<file path="src/rtl/fetch_pkg.sv">
`default_nettype none
// ============================================================================
//  Module      : fetch_pkg
//  Description : Shared types and helpers for the instruction fetch unit:
//                fetch state encoding, opcode field position and the
//                predicate that tells whether an opcode carries an immediate.
//  Revision    : 1.0 - initial release
// ============================================================================
package fetch_pkg;

    localparam int OPCODE_MSB = 15;
    localparam int OPCODE_LSB = 11;
    localparam int OPCODE_W   = OPCODE_MSB - OPCODE_LSB + 1;

    typedef enum logic [1:0] {
        ST_FETCH     = 2'd0,
        ST_FETCH_IMM = 2'd1,
        ST_INT_VEC   = 2'd2
    } fetch_state_t;

    // An instruction is two words long when the top two opcode bits are set.
    function automatic logic is_two_word(input logic [OPCODE_W-1:0] opcode);
        return (opcode[OPCODE_W-1 -: 2] == 2'b11);
    endfunction

endpackage : fetch_pkg
`default_nettype wire

</file>
<file path="src/rtl/fetch_unit.sv">
`default_nettype none
// ============================================================================
//  Module      : fetch_unit
//  Description : Instruction fetch initiator. Sequences a word-addressed PC,
//                reads instruction memory every non-stalled cycle, assembles
//                one- or two-word instructions and presents them to decode.
//                Handles branch redirects, stalls and interrupt vector fetch.
//  Ports       : clk, rst           - clock, synchronous active-high reset
//                stall              - freeze all state, drop read strobe
//                branch_taken/target- redirect PC
//                irq                - interrupt request pulse
//                mem_*              - instruction memory read port
//                instr_out, imm_out, pc_out, valid_out - decode interface
//                ret_pc_out         - PC saved at interrupt entry
//  Revision    : 1.0 - initial release
// ============================================================================
module fetch_unit
    import fetch_pkg::*;
#(
    parameter logic [31:0] RESET_PC        = 32'd32,
    parameter logic [31:0] INT_VECTOR_ADDR = 32'd0
) (
    input  logic        clk,
    input  logic        rst,
    input  logic        stall,
    input  logic        branch_taken,
    input  logic [31:0] branch_target,
    input  logic        irq,
    input  logic [15:0] mem_read_data,
    output logic [31:0] mem_address,
    output logic        mem_read,
    output logic        mem_write,
    output logic        mem_cs,
    output logic [15:0] instr_out,
    output logic [15:0] imm_out,
    output logic [31:0] pc_out,
    output logic        valid_out,
    output logic [31:0] ret_pc_out
);

    fetch_state_t r_state, w_state;
    logic [31:0]  r_pc, w_pc;
    logic [15:0]  r_hold_instr, w_hold_instr;
    logic [31:0]  r_hold_pc, w_hold_pc;
    logic         r_irq_pending, w_irq_pending;

    logic [15:0]  r_instr, w_instr;
    logic [15:0]  r_imm, w_imm;
    logic [31:0]  r_pc_out, w_pc_out;
    logic         r_valid, w_valid;
    logic [31:0]  r_ret_pc, w_ret_pc;

    logic         w_two_word;

    assign w_two_word  = is_two_word(mem_read_data[OPCODE_MSB:OPCODE_LSB]);

    assign mem_address = (r_state == ST_INT_VEC) ? INT_VECTOR_ADDR : r_pc;
    assign mem_read    = ~rst & ~stall;
    assign mem_cs      = mem_read;
    assign mem_write   = 1'b0;

    // ------------------------------------------------------------------
    // Next-state / next-output logic
    // ------------------------------------------------------------------
    always_comb begin
        w_state       = r_state;
        w_pc          = r_pc;
        w_hold_instr  = r_hold_instr;
        w_hold_pc     = r_hold_pc;
        w_irq_pending = r_irq_pending;
        w_instr       = r_instr;
        w_imm         = r_imm;
        w_pc_out      = r_pc_out;
        w_valid       = r_valid;
        w_ret_pc      = r_ret_pc;

        if (branch_taken) begin
            // Redirect wins over everything but reset; a half-built
            // two-word instruction is simply abandoned.
            w_pc    = branch_target;
            w_state = ST_FETCH;
            w_valid = 1'b0;
            if (irq) w_irq_pending = 1'b1;
        end else if (stall) begin
            if (irq) w_irq_pending = 1'b1;
        end else begin
            case (r_state)
                ST_FETCH: begin
                    if (irq || r_irq_pending) begin
                        // The word at PC is not consumed; it is the
                        // return point once the handler finishes.
                        w_ret_pc      = r_pc;
                        w_valid       = 1'b0;
                        w_state       = ST_INT_VEC;
                        w_irq_pending = 1'b0;
                    end else if (w_two_word) begin
                        w_hold_instr = mem_read_data;
                        w_hold_pc    = r_pc;
                        w_valid      = 1'b0;
                        w_pc         = r_pc + 32'd1;
                        w_state      = ST_FETCH_IMM;
                    end else begin
                        w_instr  = mem_read_data;
                        w_imm    = 16'h0000;
                        w_pc_out = r_pc;
                        w_valid  = 1'b1;
                        w_pc     = r_pc + 32'd1;
                    end
                end
                ST_FETCH_IMM: begin
                    // Interrupts wait until the instruction is whole.
                    if (irq) w_irq_pending = 1'b1;
                    w_instr  = r_hold_instr;
                    w_imm    = mem_read_data;
                    w_pc_out = r_hold_pc;
                    w_valid  = 1'b1;
                    w_pc     = r_pc + 32'd1;
                    w_state  = ST_FETCH;
                end
                ST_INT_VEC: begin
                    if (irq) w_irq_pending = 1'b1;
                    w_pc    = {16'h0000, mem_read_data};
                    w_valid = 1'b0;
                    w_state = ST_FETCH;
                end
                default: begin
                    w_state = ST_FETCH;
                    w_valid = 1'b0;
                end
            endcase
        end
    end

    // ------------------------------------------------------------------
    // PC / sequencing registers
    // ------------------------------------------------------------------
    always_ff @(posedge clk) begin
        if (rst) begin
            r_state       <= ST_FETCH;
            r_pc          <= RESET_PC;
            r_hold_instr  <= 16'h0000;
            r_hold_pc     <= 32'h0000_0000;
            r_irq_pending <= 1'b0;
        end else begin
            r_state       <= w_state;
            r_pc          <= w_pc;
            r_hold_instr  <= w_hold_instr;
            r_hold_pc     <= w_hold_pc;
            r_irq_pending <= w_irq_pending;
        end
    end

    // ------------------------------------------------------------------
    // Decode-facing output registers
    // ------------------------------------------------------------------
    always_ff @(posedge clk) begin
        if (rst) begin
            r_instr  <= 16'h0000;
            r_imm    <= 16'h0000;
            r_pc_out <= 32'h0000_0000;
            r_valid  <= 1'b0;
            r_ret_pc <= 32'h0000_0000;
        end else begin
            r_instr  <= w_instr;
            r_imm    <= w_imm;
            r_pc_out <= w_pc_out;
            r_valid  <= w_valid;
            r_ret_pc <= w_ret_pc;
        end
    end

    assign instr_out  = r_instr;
    assign imm_out    = r_imm;
    assign pc_out     = r_pc_out;
    assign valid_out  = r_valid;
    assign ret_pc_out = r_ret_pc;

endmodule : fetch_unit
`default_nettype wire

</file>
<file path="config.mk">
export PLATFORM = sky130hd
export DESIGN_NAME = fetch_unit
export DESIGN_NICKNAME = d
export VERILOG_FILES = /design/src/rtl/fetch_pkg.sv /design/src/rtl/fetch_unit.sv
export SDC_FILE = /design/constraint.sdc
export NUM_CORES = 1
export LEC_CHECK = 0
export CAP_MARGIN = 0
export CORE_UTILIZATION = 45
export DETAILED_ROUTE_END_ITERATION = 12
export PLACE_DENSITY = 0.73
export SYNTH_ARGS = -nofsm -noshare
export SYNTH_HDL_FRONTEND = slang
export SYNTH_SLANG_ARGS = --single-unit
</file>
<file path="constraint.sdc">
create_clock -name clk -period 2.2 [get_ports clk]
set_input_delay 0.44 -clock clk [delete_from_list [all_inputs] [get_ports clk]]
set_output_delay 0.44 -clock clk [all_outputs]
set_load 0.005 [all_outputs]
</file>
## Yosys cells after proc, flatten, opt, wreduce, memory -nomap -nowiden

Index checks and enable logic that the tools add are counted.

- Register bits: 180
- Output and inout bits: 132
- Word-level logic and storage cells: 63

- Equality and inequality tests: 9
- Muxes and demuxes: 25
- Bitwise gates (word level): 5
- $add $sub $neg: 1
- Reductions and logical operators: 13

Operators with widths:

| cell | count |
|---|---|
| $mux W32 | 6 |
| $pmux W32 S3 | 1 |
| $mux W16 | 4 |
| $pmux W16 S2 | 2 |
| $pmux W32 S2 | 1 |
| $add A32 B1 Y32 const B | 1 |
| $reduce_and A5 Y1 | 2 |
| $reduce_bool A4 Y1 | 2 |
| $mux W1 | 6 |
| $mux W2 | 3 |
| $ne A3 B3 Y1 const B | 2 |
| $eq A2 B2 Y1 const B | 2 |
| $ne A2 B2 Y1 const B | 2 |
| $ne A4 B4 Y1 const B | 1 |
| $not A1 Y1 | 4 |
| $pmux W1 S2 | 2 |
| $reduce_and A2 Y1 | 2 |
| $reduce_and A4 Y1 | 1 |
| $reduce_or A2 Y1 | 2 |
| $reduce_and A3 Y1 | 1 |
| $eq A2 B1 Y1 const B | 1 |
| $logic_not A2 Y1 | 1 |
| $ne A2 B1 Y1 const B | 1 |
| $reduce_bool A2 Y1 | 1 |
| other kinds (2) | 2 |

## Depth between registers and ports, before layout

Gate-level depths: netlist of the first run.

- Depth after elaboration: 5
- Mapped depth: 10

## Least setup slack after synthesis of the first run

No wires, ideal clock.

- Path kind: input to output
- From: input rst
- To: output mem_read
- Setup slack: 0.271 ns
- Data required time: 1.760 ns
- Arrival time: 1.489 ns
- Stages on the path: 5
- Path through: clkbuf_1 -> clkbuf_1 -> clkbuf_1 -> nor2_1 -> buf_4

- Longest elaborated chain between the ends: 2

Ends and longest elaborated chain:

| item | line | text |
|---|---|---|
| from (decl) | fetch_unit.sv:24 | `input logic rst,` |
| $not A1 Y1 | fetch_unit.sv:58 | `assign mem_read = ~rst & ~stall;` |
| $and A1 B1 Y1 | fetch_unit.sv:58 |  |
| to (decl) | fetch_unit.sv:31 | `output logic mem_read,` |

No other way between the ends.

## Worst setup path in the final report of the first run

- From: register r_state[0]
- To: output mem_address[17]

- Longest elaborated chain between the ends: 2

Ends and longest elaborated chain:

| item | line | text |
|---|---|---|
| from (decl) | fetch_unit.sv:41 | `fetch_state_t r_state, w_state;` |
| from (signal assigned) | fetch_unit.sv:145 | `r_state <= w_state;` |
| $eq A2 B2 Y1 | fetch_unit.sv:57 | `assign mem_address = (r_state == ST_INT_VEC) ? INT_VECTOR_ADDR : r_pc;` |
| $mux W32 | fetch_unit.sv:57 |  |
| to (decl) | fetch_unit.sv:30 | `output logic [31:0] mem_address,` |

No other way between the ends.

==> results.toml, run 1 <==
[power_and_ir_drop]
design_power_total_uw = 7570
p_seq_frac = 0.458
power.internal_uw = 5590
peakVddDrop_mv = 0.650
p_clk_frac = 0.403
leakage_uw = 0.00396
switching_share = 0.261
power_density_mw_per_mm2 = 672
combinationalPowerShare = 0.139
switchingPower_uw = 1980

[layout]
finalNetCount = 1249
final_cells = 1434
fin_area_mm2 = 0.0113
areaGrowthSynthToFinish_pct = 36.5
num_antenna_cells = 0
drive_above_1_share = 0.129
fill_cells = 1576
mostFrequentLayoutCells = "nand2_1, dfxtp_1, clkdlybuf4s50_1"
fin_util = 0.627
layout_commonest_cell = "nand2_1"

[critical_path]
required_ps = 1760
startpoint_type = "flip-flop"
cp_slowest_stage_delay_ps = 340
critPathMaxFanout = 9
cp_slowest_cell = "dfxtp_2"
criticalPathCategory = "flip-flop to primary output"
worstPathArrival_ps = 1700
endpoint_kind = "primary output"
crit_chain = "inv_2 -> ha_4 -> buf_4 -> buf_4 -> nor2b_1 -> dlygate4sd2_1"
timing.critical_path.mode_cell = "buf_4"

[min_path]
hold_class = "input port to flip-flop"

[global_routing]
antenna_found_initial = 0
grt_max_degree = 148
grt-ovfl-total = 0
grt_pass1_vias = 7163
grt_pass1_wl_mm = 38.2
grt_use_total = 0.263

[placement]
place_inst = 1394
placed_area_mm2 = 0.0106
dp.final_hpwl_mm = 17.1
gp_congestion = 0.863
numPortBuffers = 183

[cts]
cts_hold_buf = 0
clk_pin_slew_ps = 70
cts_tree = "built"
clock_sinks = 180
clock_latency_ps = 430
h-tree-depth = 4
cts-root-buf = "clkbuf_16"
clockBufferDepth = 2
cts_buffers = 17

[sta]
slew_violations = 0
fin_crit_ps = 2140
grt_setup_unrepaired = "yes"
hold_violations = 0
fmax_ghz = 0.467
setup_viol = 0
clock-skew-final_ps = 9.28
fin_crit_sh = 0.974
maxSlewHeadroom = 0.539
worstMarginPinSlew_ps = 692

[floorplanning]
start_util = 0.459
fp.dieArea_mm2 = 0.0189
fp.dieW_um = 137
die_h_um = 137
core_area_mm2 = 0.0180
rows = 49
ios = 185

[synth]
ys_async_sr_fraction = 0
seq_area_frac_synth = 0.437
yosys.area.top_type = "dfxtp_1"
synth_cells = 1005
synthTopCellsByArea = "dfxtp_1, nand2_1, a21oi_1"
avgSynthCellArea_um2 = 8.21
synth_seq_cells = 180
synth_edf_count = 0
synthDistinctLibCells = 64
yosysTopAreaCellShare = 0.437
syn_nets = 1062
yosysWarnings = 0
synth_flop_cell = "dfxtp_1"
syn-cell-area_mm2 = 0.00825

[route]
routedWlPerCell_um = 17.3
drc = 0
drtAntennaViolNets = 0
dr.pass1.iters = 5
via_count = 7961
drt_wl_total_mm = 24.8
dr.first_iter.drc_count = 835
routed_via_density = 5.55

[job]
maxCapViolCount = 0

[outcome]
status = "complete, no violations"
critical path, delay by kind of cell, from the launching register on:
family                   cells  cell delay (ps)
buffers and inverters        4              600
flip-flops                   1              340
adder cells (fa/ha/maj)      1              180
AND/OR/NAND/NOR              1              130
repair_timing:
action / CTS / global route
endpoints found under the hold margin: 0 / 0
pin swaps: 0 / 1
setup endpoints to repair: 32 / 33
buffers inserted: 6 / 2
resized for setup: 41 / 19
logic make-up (layout without fill, tap and decap cells):
logic type               count (synthesis)  in the layout  share of synthesized area
XOR/XNOR                                19             19                     0.0202
AO/OA/AOI/OAI                          239            239                      0.184
buffers and inverters                  118            318                     0.0684
AND/OR/NAND/NOR                        394            394                      0.224
flip-flops                             180            180                      0.437
adder cells (fa/ha/maj)                  4              4                    0.00607
multiplexers                            50             50                     0.0607
other                                    1              1                   0.000455
metrics by stage:
step                setup TNS, ps  hold slack, ps  worst slack, ps
detailed placement          -1740             445            -71.9
global placement            -90.8             438            -27.3
floorplan                       0             436              271
CTS                         -10.5             257            -10.5
finish                          0             259             57.1
global route                -18.9             259            -7.97
routing by layer:
layer / routed length [µm] / vias up / global-route usage
met4: 362 / 0 / 0.0702
met3: 1810 / 24 / 0.0508
met2: 11200 / 322 / 0.406
met5: 0 / - / 0
li1: - / 3862 / -
met1: 11400 / 3753 / 0.371
sequential cells by signal, summed over array words and instances, names as in the netlist:
register and count:
r_state 2, imm_out 16, instr_out 16, ret_pc_out 32, valid_out 1, r_hold_instr 16
pc_out 32, r_hold_pc 32, r_irq_pending 1, r_pc 32
cell usage after synthesis (all sizes together), types with 3 or more instances:
cell	number
or4	3
xor2	17
inv	16
a31oi	10
o2111ai	5
and2	13
dfxtp	180
a21oi	110
nand4	14
o21ai	18
nor4	6
nand2b	4
nor3	8
nand3	33
a221oi	9
or3	4
clkbuf	51
o22ai	10
mux2i	50
buf	49
nor2b	29
o211ai	10
a211oi	49
ha	4
nand2	196
nor2	73
and3	3
power by group through the flow:
| stage | logic [µW] | clock network, µW | registers [µW] |
|---|---|---|---|
| floorplan | 518 | 0 | 3500 |
| global placement | 1040 | 0 | 3530 |
| detailed placement | 1050 | 0 | 3540 |
| CTS | 1040 | 3090 | 3460 |
| global route | 1140 | 3230 | 3480 |
| finish | 1060 | 3050 | 3460 |
worst paths after layout:
kind | start | endpoint | slack, ps | cells past startpoint
setup / recovery | r_state[0] | mem_address[17] | 60 | 6
hold / removal | rst | ret_pc_out[12] | 260 | 2
hold reg to reg | imm_out[11] | imm_out[11] | 450 | 2
setup reg to reg | r_state[0] | r_pc[23] | 130 | 11
layout make-up:
cell class                      count  area [µm²]  area share
Timing Repair Buffer              268        2530       0.225
Clock inverter                     11         116      0.0103
Sequential cell                   180        3610       0.320
Clock buffer                       21         480      0.0427
Multi-Input combinational cell    707        4170       0.370
Inverter                           18        67.6     0.00600
Tap cell                          229         287      0.0254
Power figures use the tool's default switching activity.
==> run 2, diff against run 1 <==
Settings changed: CAP_MARGIN 0 to not set, CORE_UTILIZATION 45 to 51, PLACE_DENSITY 0.73 to 0.81.
==> run 2 against run 1 <==
Final area fell by 0.68%. Combinational power barely moved. Core utilization rose by 8.0 points. Die area fell by 12%. Critical path depth did not move. Clock skew fell by 2.2 ps. Sequential cell count did not move. Via count rose by 3.0%. Sequential share of layout area rose by 0.23 points. Power rose by 1.2%. Critical path type unchanged. Highest routed layer unchanged.
==> results.toml, run 2 (synthesis gave the netlist of run 1 again) <==
[cts]
cts-root-buf = "clkbuf_16"
clk_pin_slew_ps = 70
h-tree-depth = 4
clock_latency_ps = 430
clockBufferDepth = 2
cts_tree = "built"
cts_buffers = 17
clock_sinks = 180

[route]
wl_met1_mm = 10.6
routedWlPerCell_um = 17.9
drc = 0
met3_length_mm = 2.31
via_count = 8196
dr.first_iter.drc_count = 881
dr.pass1.iters = 6
topRoutingLayerUsed = "met4"
met2_wirelength_mm = 11.4
drtAntennaViolNets = 0
routed_via_density = 5.82
drt_wl_total_mm = 25.2

[power_and_ir_drop]
leakage_uw = 0.00394
peakVddDrop_mv = 0.597
power_density_mw_per_mm2 = 685

[sta]
grt_setup_unrepaired = "no"
hold_violations = 0
clock-skew-final_ps = 7.10
fin_crit_ps = 2130
slew_violations = 0
worstMarginPinSlew_ps = 799
setup_viol = 0
fmax_ghz = 0.469
fin_crit_sh = 0.969
maxSlewHeadroom = 0.467

[layout]
mostFrequentLayoutCells = "nand2_1, dfxtp_1, clkdlybuf4s50_1"
num_antenna_cells = 0
finalNetCount = 1238
final_cells = 1408
drive_above_1_share = 0.110
multi_input_area_mm2 = 0.00415
fin_util = 0.707
areaGrowthSynthToFinish_pct = 35.5
seq_area_mm2 = 0.00361
fin_area_mm2 = 0.0112
layout_commonest_cell = "nand2_1"
fill_cells = 1233

[floorplanning]
ios = 185
fp.dieArea_mm2 = 0.0167
fp.dieW_um = 129
die_h_um = 129
rows = 46
core_area_mm2 = 0.0158
start_util = 0.521

[critical_path]
startpoint_type = "flip-flop"
criticalPathCategory = "flip-flop to primary output"
endpoint_kind = "primary output"
worstPathArrival_ps = 1690
required_ps = 1760
critPathMaxFanout = 10

[global_routing]
grt_use_total = 0.303
grt_pass1_vias = 7442
grt_max_degree = 98
grt-ovfl-total = 0
grt_pass1_wl_mm = 39.0
antenna_found_initial = 0

[job]
maxCapViolCount = 0

[outcome]
status = "complete, no violations"

[placement]
placed_area_mm2 = 0.0105
numPortBuffers = 183
gp_congestion = 0.938
dp.final_hpwl_mm = 17.1
place_inst = 1374

[min_path]
hold_class = "flip-flop to flip-flop"
run 2: cell types whose count changed in the layout (fill, tap and decap cells not counted), sizes merged, moves of 2 or more:
cell           previous run  this run
buf                      85        74
bufinv                    1         3
clkbuf                   25        22
clkdlybuf4s50           151       149
clkinvlp                  3         1
dlygate4sd2              25        30
inv                      19        17
run 2: final timing paths:
| kind | slack (ps) | start | end | cells past startpoint |
|---|---|---|---|---|
| worst min-delay path | 450 | imm_out[10] | imm_out[10] | 2 |
| worst min register to register | 450 | imm_out[10] | imm_out[10] | 2 |
| worst max register to register | 130 | r_state[1] | r_hold_pc[27] | 7 |
| worst max-delay path | 70 | r_state[0] | mem_address[10] | 6 |
run 2: layout make-up:
cell class | count | share of cell area
Tap cell | 216 | 0.0242
Inverter | 18 | 0.00604
Sequential cell | 180 | 0.323
Clock buffer | 22 | 0.0424
Multi-Input combinational cell | 707 | 0.371
Timing Repair Buffer | 257 | 0.223
Clock inverter | 8 | 0.0112
run 2: worst max-delay path, stage by stage (launching register included):
cell             delay [ps]
dfxtp_4                 370
inv_2                    50
ha_4                    200
buf_4                   150
buf_4                   160
nor2_4                  100
clkdlybuf4s15_1         220
run 2: power by group:
group          switching (µW)  internal [µW]  total (µW)  leakage, µW
logic                     541            511        1050      0.00218
registers                 108           3370        3480      0.00146
clock network            1260           1870        3130     0.000292
run 2: metal layers:
metal	global-route usage	vias up
met5	0	-
met2	0.465	437
met1	0.408	3854
met4	0.144	0
li1	-	3830
met3	0.0611	75
run 2: per-stage QoR:
stage               worst slack [ps]  total power, µW  hold slack [ps]  setup TNS (ps)
floorplan                        271             4020              436               0
global placement                7.93             4560              439               0
detailed placement             -16.9             4580              445           -61.3
CTS                            -4.71             7650              453           -4.71
global route                    1.40             7880              468               0
finish                          67.1             7660              449               0
run 2: what timing repair did:
action	4_1_cts	5_1_grt
buffers inserted	2	1
hold buffers	0	0
gates resized for setup	40	6
setup endpoints to repair	32	45
gates cloned	1	0
pin swaps	0	1
